### src/rtl/reg_file_8x16_pkg.sv
// Shared constants, types and helpers for the 8x16 register file.
// Forwarding behaviour is selected in the top by macro REGFILE_BYPASS_EN.
package reg_file_8x16_pkg;

    localparam int DATA_W_DEF = 16;
    localparam int NREGS_DEF  = 8;
    localparam int ADDR_W     = 3;

    typedef logic [ADDR_W-1:0] reg_addr_t;

    localparam reg_addr_t R0_IDX = 3'd0;

    // True when a read port hits the register being written this cycle (R0 never forwards)
    function automatic logic bypass_hit(input reg_addr_t rd_addr,
                                        input reg_addr_t wr_addr,
                                        input logic      wr_en);
        return wr_en && (rd_addr == wr_addr) && (rd_addr != R0_IDX);
    endfunction

endpackage

### src/rtl/reg_file_8x16_dcd3x8.sv
// 3-to-8 one-hot decoder with enable, used for write-port register selection.
module dcd3x8
    import reg_file_8x16_pkg::*;
(
    input  logic      en,
    input  reg_addr_t addr,
    output logic [7:0] onehot
);

    // Decode addr to a single hot bit, all-zero when disabled
    always_comb begin
        onehot = 8'd0;
        if (en) begin
            case (addr)
                3'd0:    onehot = 8'b0000_0001;
                3'd1:    onehot = 8'b0000_0010;
                3'd2:    onehot = 8'b0000_0100;
                3'd3:    onehot = 8'b0000_1000;
                3'd4:    onehot = 8'b0001_0000;
                3'd5:    onehot = 8'b0010_0000;
                3'd6:    onehot = 8'b0100_0000;
                3'd7:    onehot = 8'b1000_0000;
                default: onehot = 8'd0;
            endcase
        end else begin
            onehot = 8'd0;
        end
    end

endmodule

### src/rtl/reg_file_8x16.sv
// 8-entry register file, one write port, two registered read ports, R0 reads as zero.
// Define REGFILE_BYPASS_EN to forward same-cycle write data to matching reads.
module reg_file_8x16
    import reg_file_8x16_pkg::*;
#(
    parameter int DATA_W = DATA_W_DEF,
    parameter int NREGS  = NREGS_DEF
)(
    input  logic              clk,
    input  logic              rst,
    input  logic              wr_en,
    input  logic [2:0]        wr_addr,
    input  logic [DATA_W-1:0] wr_data,
    input  logic              rd_en,
    input  logic [2:0]        rd_addr_a,
    input  logic [2:0]        rd_addr_b,
    output logic [DATA_W-1:0] rd_data_a,
    output logic [DATA_W-1:0] rd_data_b,
    output logic              rd_valid
);

    logic [7:0]        wr_sel_s;
    logic [DATA_W-1:0] regs_r [NREGS];
    logic [DATA_W-1:0] rd_a_s;
    logic [DATA_W-1:0] rd_b_s;

    dcd3x8 u_dcd (
        .en     (wr_en),
        .addr   (wr_addr),
        .onehot (wr_sel_s)
    );

    // Storage: R0 is held at zero, decoder bit 0 is never honoured
    always_ff @(posedge clk or negedge rst) begin
        if (!rst) begin
            for (int i = 0; i < NREGS; i++) begin
                regs_r[i] <= '0;
            end
        end else begin
            for (int i = 1; i < NREGS; i++) begin
                if (wr_sel_s[i]) begin
                    regs_r[i] <= wr_data;
                end
            end
        end
    end

    // Read mux for port A, with optional same-cycle forwarding
    always_comb begin
        rd_a_s = '0;
        if (rd_addr_a == R0_IDX) begin
            rd_a_s = '0;
        end
`ifdef REGFILE_BYPASS_EN
        else if (bypass_hit(rd_addr_a, wr_addr, wr_en)) begin
            rd_a_s = wr_data;
        end
`endif
        else begin
            rd_a_s = regs_r[rd_addr_a];
        end
    end

    // Read mux for port B, with optional same-cycle forwarding
    always_comb begin
        rd_b_s = '0;
        if (rd_addr_b == R0_IDX) begin
            rd_b_s = '0;
        end
`ifdef REGFILE_BYPASS_EN
        else if (bypass_hit(rd_addr_b, wr_addr, wr_en)) begin
            rd_b_s = wr_data;
        end
`endif
        else begin
            rd_b_s = regs_r[rd_addr_b];
        end
    end

    // Registered read outputs: load on rd_en, otherwise hold data and drop valid
    always_ff @(posedge clk or negedge rst) begin
        if (!rst) begin
            rd_data_a <= '0;
            rd_data_b <= '0;
            rd_valid  <= 1'b0;
        end else if (rd_en) begin
            rd_data_a <= rd_a_s;
            rd_data_b <= rd_b_s;
            rd_valid  <= 1'b1;
        end else begin
            rd_valid  <= 1'b0;
        end
    end

endmodule

### config.mk
export PLATFORM = sky130hd
export DESIGN_NAME = reg_file_8x16
export DESIGN_NICKNAME = d
export VERILOG_FILES = /design/src/rtl/reg_file_8x16_pkg.sv /design/src/rtl/reg_file_8x16_dcd3x8.sv /design/src/rtl/reg_file_8x16.sv
export SDC_FILE = /design/constraint.sdc
export NUM_CORES = 1
export LEC_CHECK = 0
export ABC_AREA = 0
export CAP_MARGIN = 10
export CORE_MARGIN = 1.5
export CORE_UTILIZATION = 45
export CTS_CLUSTER_SIZE = 28
export DETAILED_ROUTE_END_ITERATION = 8
export DONT_BUFFER_PORTS = 1
export SLEW_MARGIN = 20
export SYNTH_ARGS = -nofsm -noshare
export SYNTH_HDL_FRONTEND = slang
export SYNTH_HIERARCHICAL = 1
export SYNTH_SLANG_ARGS = --single-unit
### constraint.sdc
create_clock -name clk -period 1.48 [get_ports clk]
set_clock_uncertainty 0.05 [all_clocks]
set_input_delay 0.222 -clock clk [delete_from_list [all_inputs] [get_ports clk]]
set_output_delay 0.222 -clock clk [all_outputs]
set_load 0.02 [all_outputs]
==> flow_summary.toml, run 1 <==
[layout]
fillers = 1385
final_common_cell = "dfrtp_1"
area_growth_pct = 14.7
mostFrequentLayoutCells = "145 x dfrtp_1, 125 x mux2_2, 58 x mux2i_1, 27 x mux2_1, 24 x nor2_1"
fin_area_um2 = 8370
drive_gt1_share_pct = 34.6
fin_cells = 781
nNetsFinal = 580

[route]
drtIter0Drc = 249
ant_nets = 0
avgRoutedWirePerCell_um = 23.5
drc = 0
firstDrtPassIters = 4
num_vias = 4609
wl_um = 18300
via_per_inst = 5.90

[cts]
clock-root-buffer = "clkbuf_16"
clockBufferDepth = 2
cts_tree = "yes"
cts_buffers = 17
clkTransAtPathRegs_ns = 0.06
clk_latency_ns = 0.43
holdBufCountCts = 20
htree_levels = 4
clock-sinks = 145

[synthesis]
synthCells = 539
syn-cell-area_um2 = 7300
syn_nets = 568
avgSynthCellArea_um2 = 13.5
ys_warn_count = 38

[place]
gp_congestion = 0.737
io_buffers = 0
place_inst = 728
place_area_um2 = 7530
dp_hpwl_um = 10600
post-place-ws_ns = -0.00292

[timing]
tns_ns = 0
hold_viol = 145
setup_ws_ns = 0.0621
setup_viol_count_final = 0
final_max_slew_viol_count = 0
rsz0062_at_grt = "no"
finalCritPeriodShare_pct = 95.8
slew_headroom_pct = 48.3
worstMarginPinSlew_ns = 0.773
hold_slack_ns = -0.558
period_needed_ns = 1.42
max_freq_ghz = 0.705

[critical_path]
path_max_fanout = 3
endpoint_kind = "flip-flop"
critPathKind = "flip-flop to flip-flop"
cp.arrival_ns = 1.68
r2r_slack_ns = 0.06
critPathRequiredTime_ns = 1.74
worst_setup_path_start_kind = "flip-flop"

[die]
top_level_ports = 62
dieHeight_um = 130
die_area_um2 = 17000
die_x_um = 130
coreArea_um2 = 15900
initial_core_util_pct = 45.9
rows = 46

[run_status]
status = "finished with violations"
failed_checks = "negative hold slack"

[power]
irDropWorstVdd_mv = 0.890
p_per_area_nw_per_um2 = 1440
totalPowerFinal_uw = 12000
p_leak_uw = 0.00356

[grt]
grt_use_total_pct = 23.2
grt_pass1_wl_um = 28500
grt_overflow_total = 0
first_global_vias = 4860
grt_max_degree = 146
antenna_found_initial = 1

[run]
maxCapViolCount = 0

[worst_hold_path]
hp-class = "input pin to asynchronous set/reset pin"
==> critical path: stages, from the launching register on <==
cell	delay, ns
dfrtp_1	0.39
mux2_4	0.27
a221oi_2	0.24
a221oi_1	0.07
mux2_2	0.28
==> stage by stage <==
stage | hold slack (ns) | utilization, %
2_1_floorplan | -0.124 | -
3_3_place_gp | -0.120 | 47.4
3_5_place_dp | -0.120 | 47.4
4_1_cts | -0.579 | 52.6
5_1_grt | -0.579 | 52.7
6_report | -0.558 | 52.7
==> cell type report <==
type | instances | area [µm²] | area share, %
antenna | 1 | 2.50 | 0.0299
clock buffer | 20 | 437 | 5.22
clock inverter | 12 | 165 | 1.97
inverter | 1 | 3.75 | 0.0448
multi-input combinational | 349 | 3430 | 41.0
sequential | 145 | 3630 | 43.3
tap | 216 | 270 | 3.23
timing repair buffer | 37 | 433 | 5.17
==> flip-flops by register name, indices dropped and copies added, names as in the netlist <==
| name | cells |
|---|---|
| regs_r | 112 |
| rd_data_a | 16 |
| rd_valid | 1 |
| rd_data_b | 16 |
==> power breakdown <==
| group | switching (µW) | leakage (µW) | internal (µW) | total [µW] |
|---|---|---|---|---|
| logic | 710 | 0.00153 | 1250 | 1960 |
| clock network | 1620 | 0.000293 | 2800 | 4410 |
| registers | 838 | 0.00173 | 4810 | 5650 |
==> worst paths after layout <==
kind	startpoint	cells after the start	end
setup / recovery	regs_r[53]$_DFFE_PN0P_	4	rd_data_b[5]$_DFFE_PN0P_
hold / removal	rst	0	rd_valid$_DFF_PN0_
setup reg to reg	regs_r[53]$_DFFE_PN0P_	4	rd_data_b[5]$_DFFE_PN0P_
hold reg to reg	regs_r[91]$_DFFE_PN0P_	1	regs_r[91]$_DFFE_PN0P_
max in group asynchronous	rst	0	regs_r[93]$_DFFE_PN0P_
min in group clk	rd_en	1	rd_valid$_DFF_PN0_
==> repair_timing <==
item,CTS,global route
endpoints found under the hold margin,290,145
setup endpoints to repair,1,2
buffers inserted,0,0
cloned,0,0
gates resized for setup,1,2
pin swaps,0,1
==> per-layer routing <==
metal / track usage, % / vias up / part of all wire [%]
met3: 5.90 / 26 / 5.0
met5: 0 / - / 0
met4: 8.02 / 0 / 1.7
met1: 29.8 / 2410 / 45
li1: - / 2081 / -
met2: 38.0 / 92 / 48
No activity file was read; power rests on OpenSTA's default activity.
==> run 2: changes to the inputs <==
Clock period 1.48 ns to 1.6 ns, I/O delays scaled along.
==> run 2 against run 1 <==
Highest routed layer is now met5; clock-buffer cell count fell by 2; critical path type unchanged; die area did not move; the flow still finishes with violations (negative hold slack); first-iteration DRC count increased by 24%; non-clock buffer count rose by 2; wire length increased by 5.4%; combinational power fell by 8%.
==> flow_summary.toml, run 2 (synthesized netlist as in run 1, its figures left out) <==
[run_status]
status = "finished with violations"
failed_checks = "negative hold slack"

[cts]
ctsResizeCount = 0
clockBufferDepth = 2
cts_buffers = 17
clkTransAtPathRegs_ns = 0.06
htree_levels = 4
clock-root-buffer = "clkbuf_16"
clock-sinks = 145
clk_latency_ns = 0.42
cts_tree = "yes"

[die]
die_area_um2 = 17000
dieHeight_um = 130
die_x_um = 130
top_level_ports = 62
coreArea_um2 = 15900
initial_core_util_pct = 45.9
rows = 46

[grt]
grt_use_total_pct = 24.2
grt_overflow_total = 0
grt_max_degree = 146
grt_pass1_wl_um = 30000
first_global_vias = 5114
antenna_found_initial = 1

[route]
ant_nets = 0
wl_um = 19300
firstDrtPassIters = 4
drtIter0Drc = 310
num_vias = 4745
via_per_inst = 6.07
drc = 0
avgRoutedWirePerCell_um = 24.7

[timing]
worstMarginPinSlew_ns = 0.542
period_needed_ns = 1.52
finalCritPeriodShare_pct = 94.9
setup_viol_count_final = 0
tns_ns = 0
hold_slack_ns = -0.537
slew_headroom_pct = 63.9
max_freq_ghz = 0.659
final_max_slew_viol_count = 0
rsz0062_at_grt = "no"
hold_viol = 145

[critical_path]
critPathRequiredTime_ns = 1.85
worst_setup_path_start_kind = "flip-flop"
critPathKind = "flip-flop to flip-flop"
path_max_fanout = 3
endpoint_kind = "flip-flop"
cp.arrival_ns = 1.77
cp_top_family = "multiplexers"
worstPathCellList = "mux2_1, a221oi_1, a221oi_1, mux2_2"
path_buf_inv = 0
slowest_delay_ns = 0.40
critPathSlowestCell = "dfrtp_1"
path_common_cell = "a221oi_1"

[place]
dp_hpwl_um = 10900
io_buffers = 0
gp_congestion = 0.711

[layout]
mostFrequentLayoutCells = "145 x dfrtp_1, 125 x mux2_2, 58 x mux2i_1, 28 x mux2_1, 24 x nor2_1"
largest_register = "regs_r"
largest_reg_flops = 112
nNetsFinal = 582
antenna_cells = 0
largest_registers = "regs_r (112), rd_data_a (16), rd_data_b (16)"
drive_gt1_share_pct = 34.1
area_growth_pct = 15.9
final_common_cell = "dfrtp_1"
final_core_util_pct = 53.2

[run]
maxCapViolCount = 0

[power]
p_per_area_nw_per_um2 = 1350
irDropWorstVdd_mv = 0.728
p_leak_uw = 0.00358

[worst_hold_path]
hp-class = "input pin to asynchronous set/reset pin"
-- run 2: cell types whose count changed in the layout (fill, tap and decap cells not counted), moves of 2 or more --
| cell | change |
|---|---|
| a221oi_1 | +2 |
| a221oi_2 | -2 |
| buf_12 | +2 |
| buf_4 | -4 |
| clkbuf_1 | -3 |
| clkinv_2 | -3 |
| clkinv_4 | +2 |
| clkinvlp_4 | +2 |
| dlygate4sd3_1 | +4 |
-- run 2: worst paths after layout --
kind                                              from                   endpoint  slack (ns)  depth (start not counted)
worst max-delay path            regs_r[46]$_DFFE_PN0P_  rd_data_b[14]$_DFFE_PN0P_        0.08                          4
worst min-delay path                               rst         rd_valid$_DFF_PN0_       -0.54                          0
worst max register to register  regs_r[46]$_DFFE_PN0P_  rd_data_b[14]$_DFFE_PN0P_        0.08                          4
worst min register to register  regs_r[20]$_DFFE_PN0P_     regs_r[20]$_DFFE_PN0P_        0.48                          1
max in group asynchronous                          rst     regs_r[95]$_DFFE_PN0P_        1.72                          0
min in group clk                          rd_addr_a[1]   rd_data_a[3]$_DFFE_PN0P_        0.02                          2
-- run 2: area by class of cell --
type	instances	area, µm²
sequential	145	3630
clock inverter	14	213
tap	216	270
fill	1356	7430
timing repair buffer	39	483
inverter	1	3.75
multi-input combinational	349	3420
clock buffer	18	439
-- run 2: repair_timing --
item / 4_1_cts / 5_1_grt
hold endpoints to repair: 290 / 147
buffers inserted: 0 / 0
hold buffers: 22 / 2
-- run 2: report_power, final --
part	total, µW	leakage [µW]	internal [µW]	switching, µW
Combinational	1810	0.00154	1150	670
Clock	4380	0.000308	2800	1580
Sequential	5240	0.00173	4450	788
-- run 2: metrics by stage --
step | total power (µW) | worst slack (ns) | cell area (µm²) | hold WS (ns) | instances
floorplan | 6630 | 0.0899 | 7300 | -0.106 | 539
global placement | 6860 | 0.0682 | 7540 | -0.101 | 726
detailed placement | 7000 | 0.117 | 7540 | -0.101 | 726
CTS | 11500 | 0.104 | 8430 | -0.556 | 780
global route | 12000 | 0.0390 | 8450 | -0.564 | 782
finish | 11400 | 0.0817 | 8450 | -0.537 | 782
-- run 2: per-layer routing --
metal	vias up	global-route usage, %	part of all wire [%]
li1	2098	-	-
met1	2486	30.8	43
met2	123	39.3	49
met3	36	6.23	5.4
met4	2	9.95	2.4
met5	-	0	0.052
-- run 2: worst reg2reg max path, cell delays in order (launching register included) --
cell	delay, ns
dfrtp_1	0.40
mux2_1	0.30
a221oi_1	0.29
a221oi_1	0.08
mux2_2	0.28
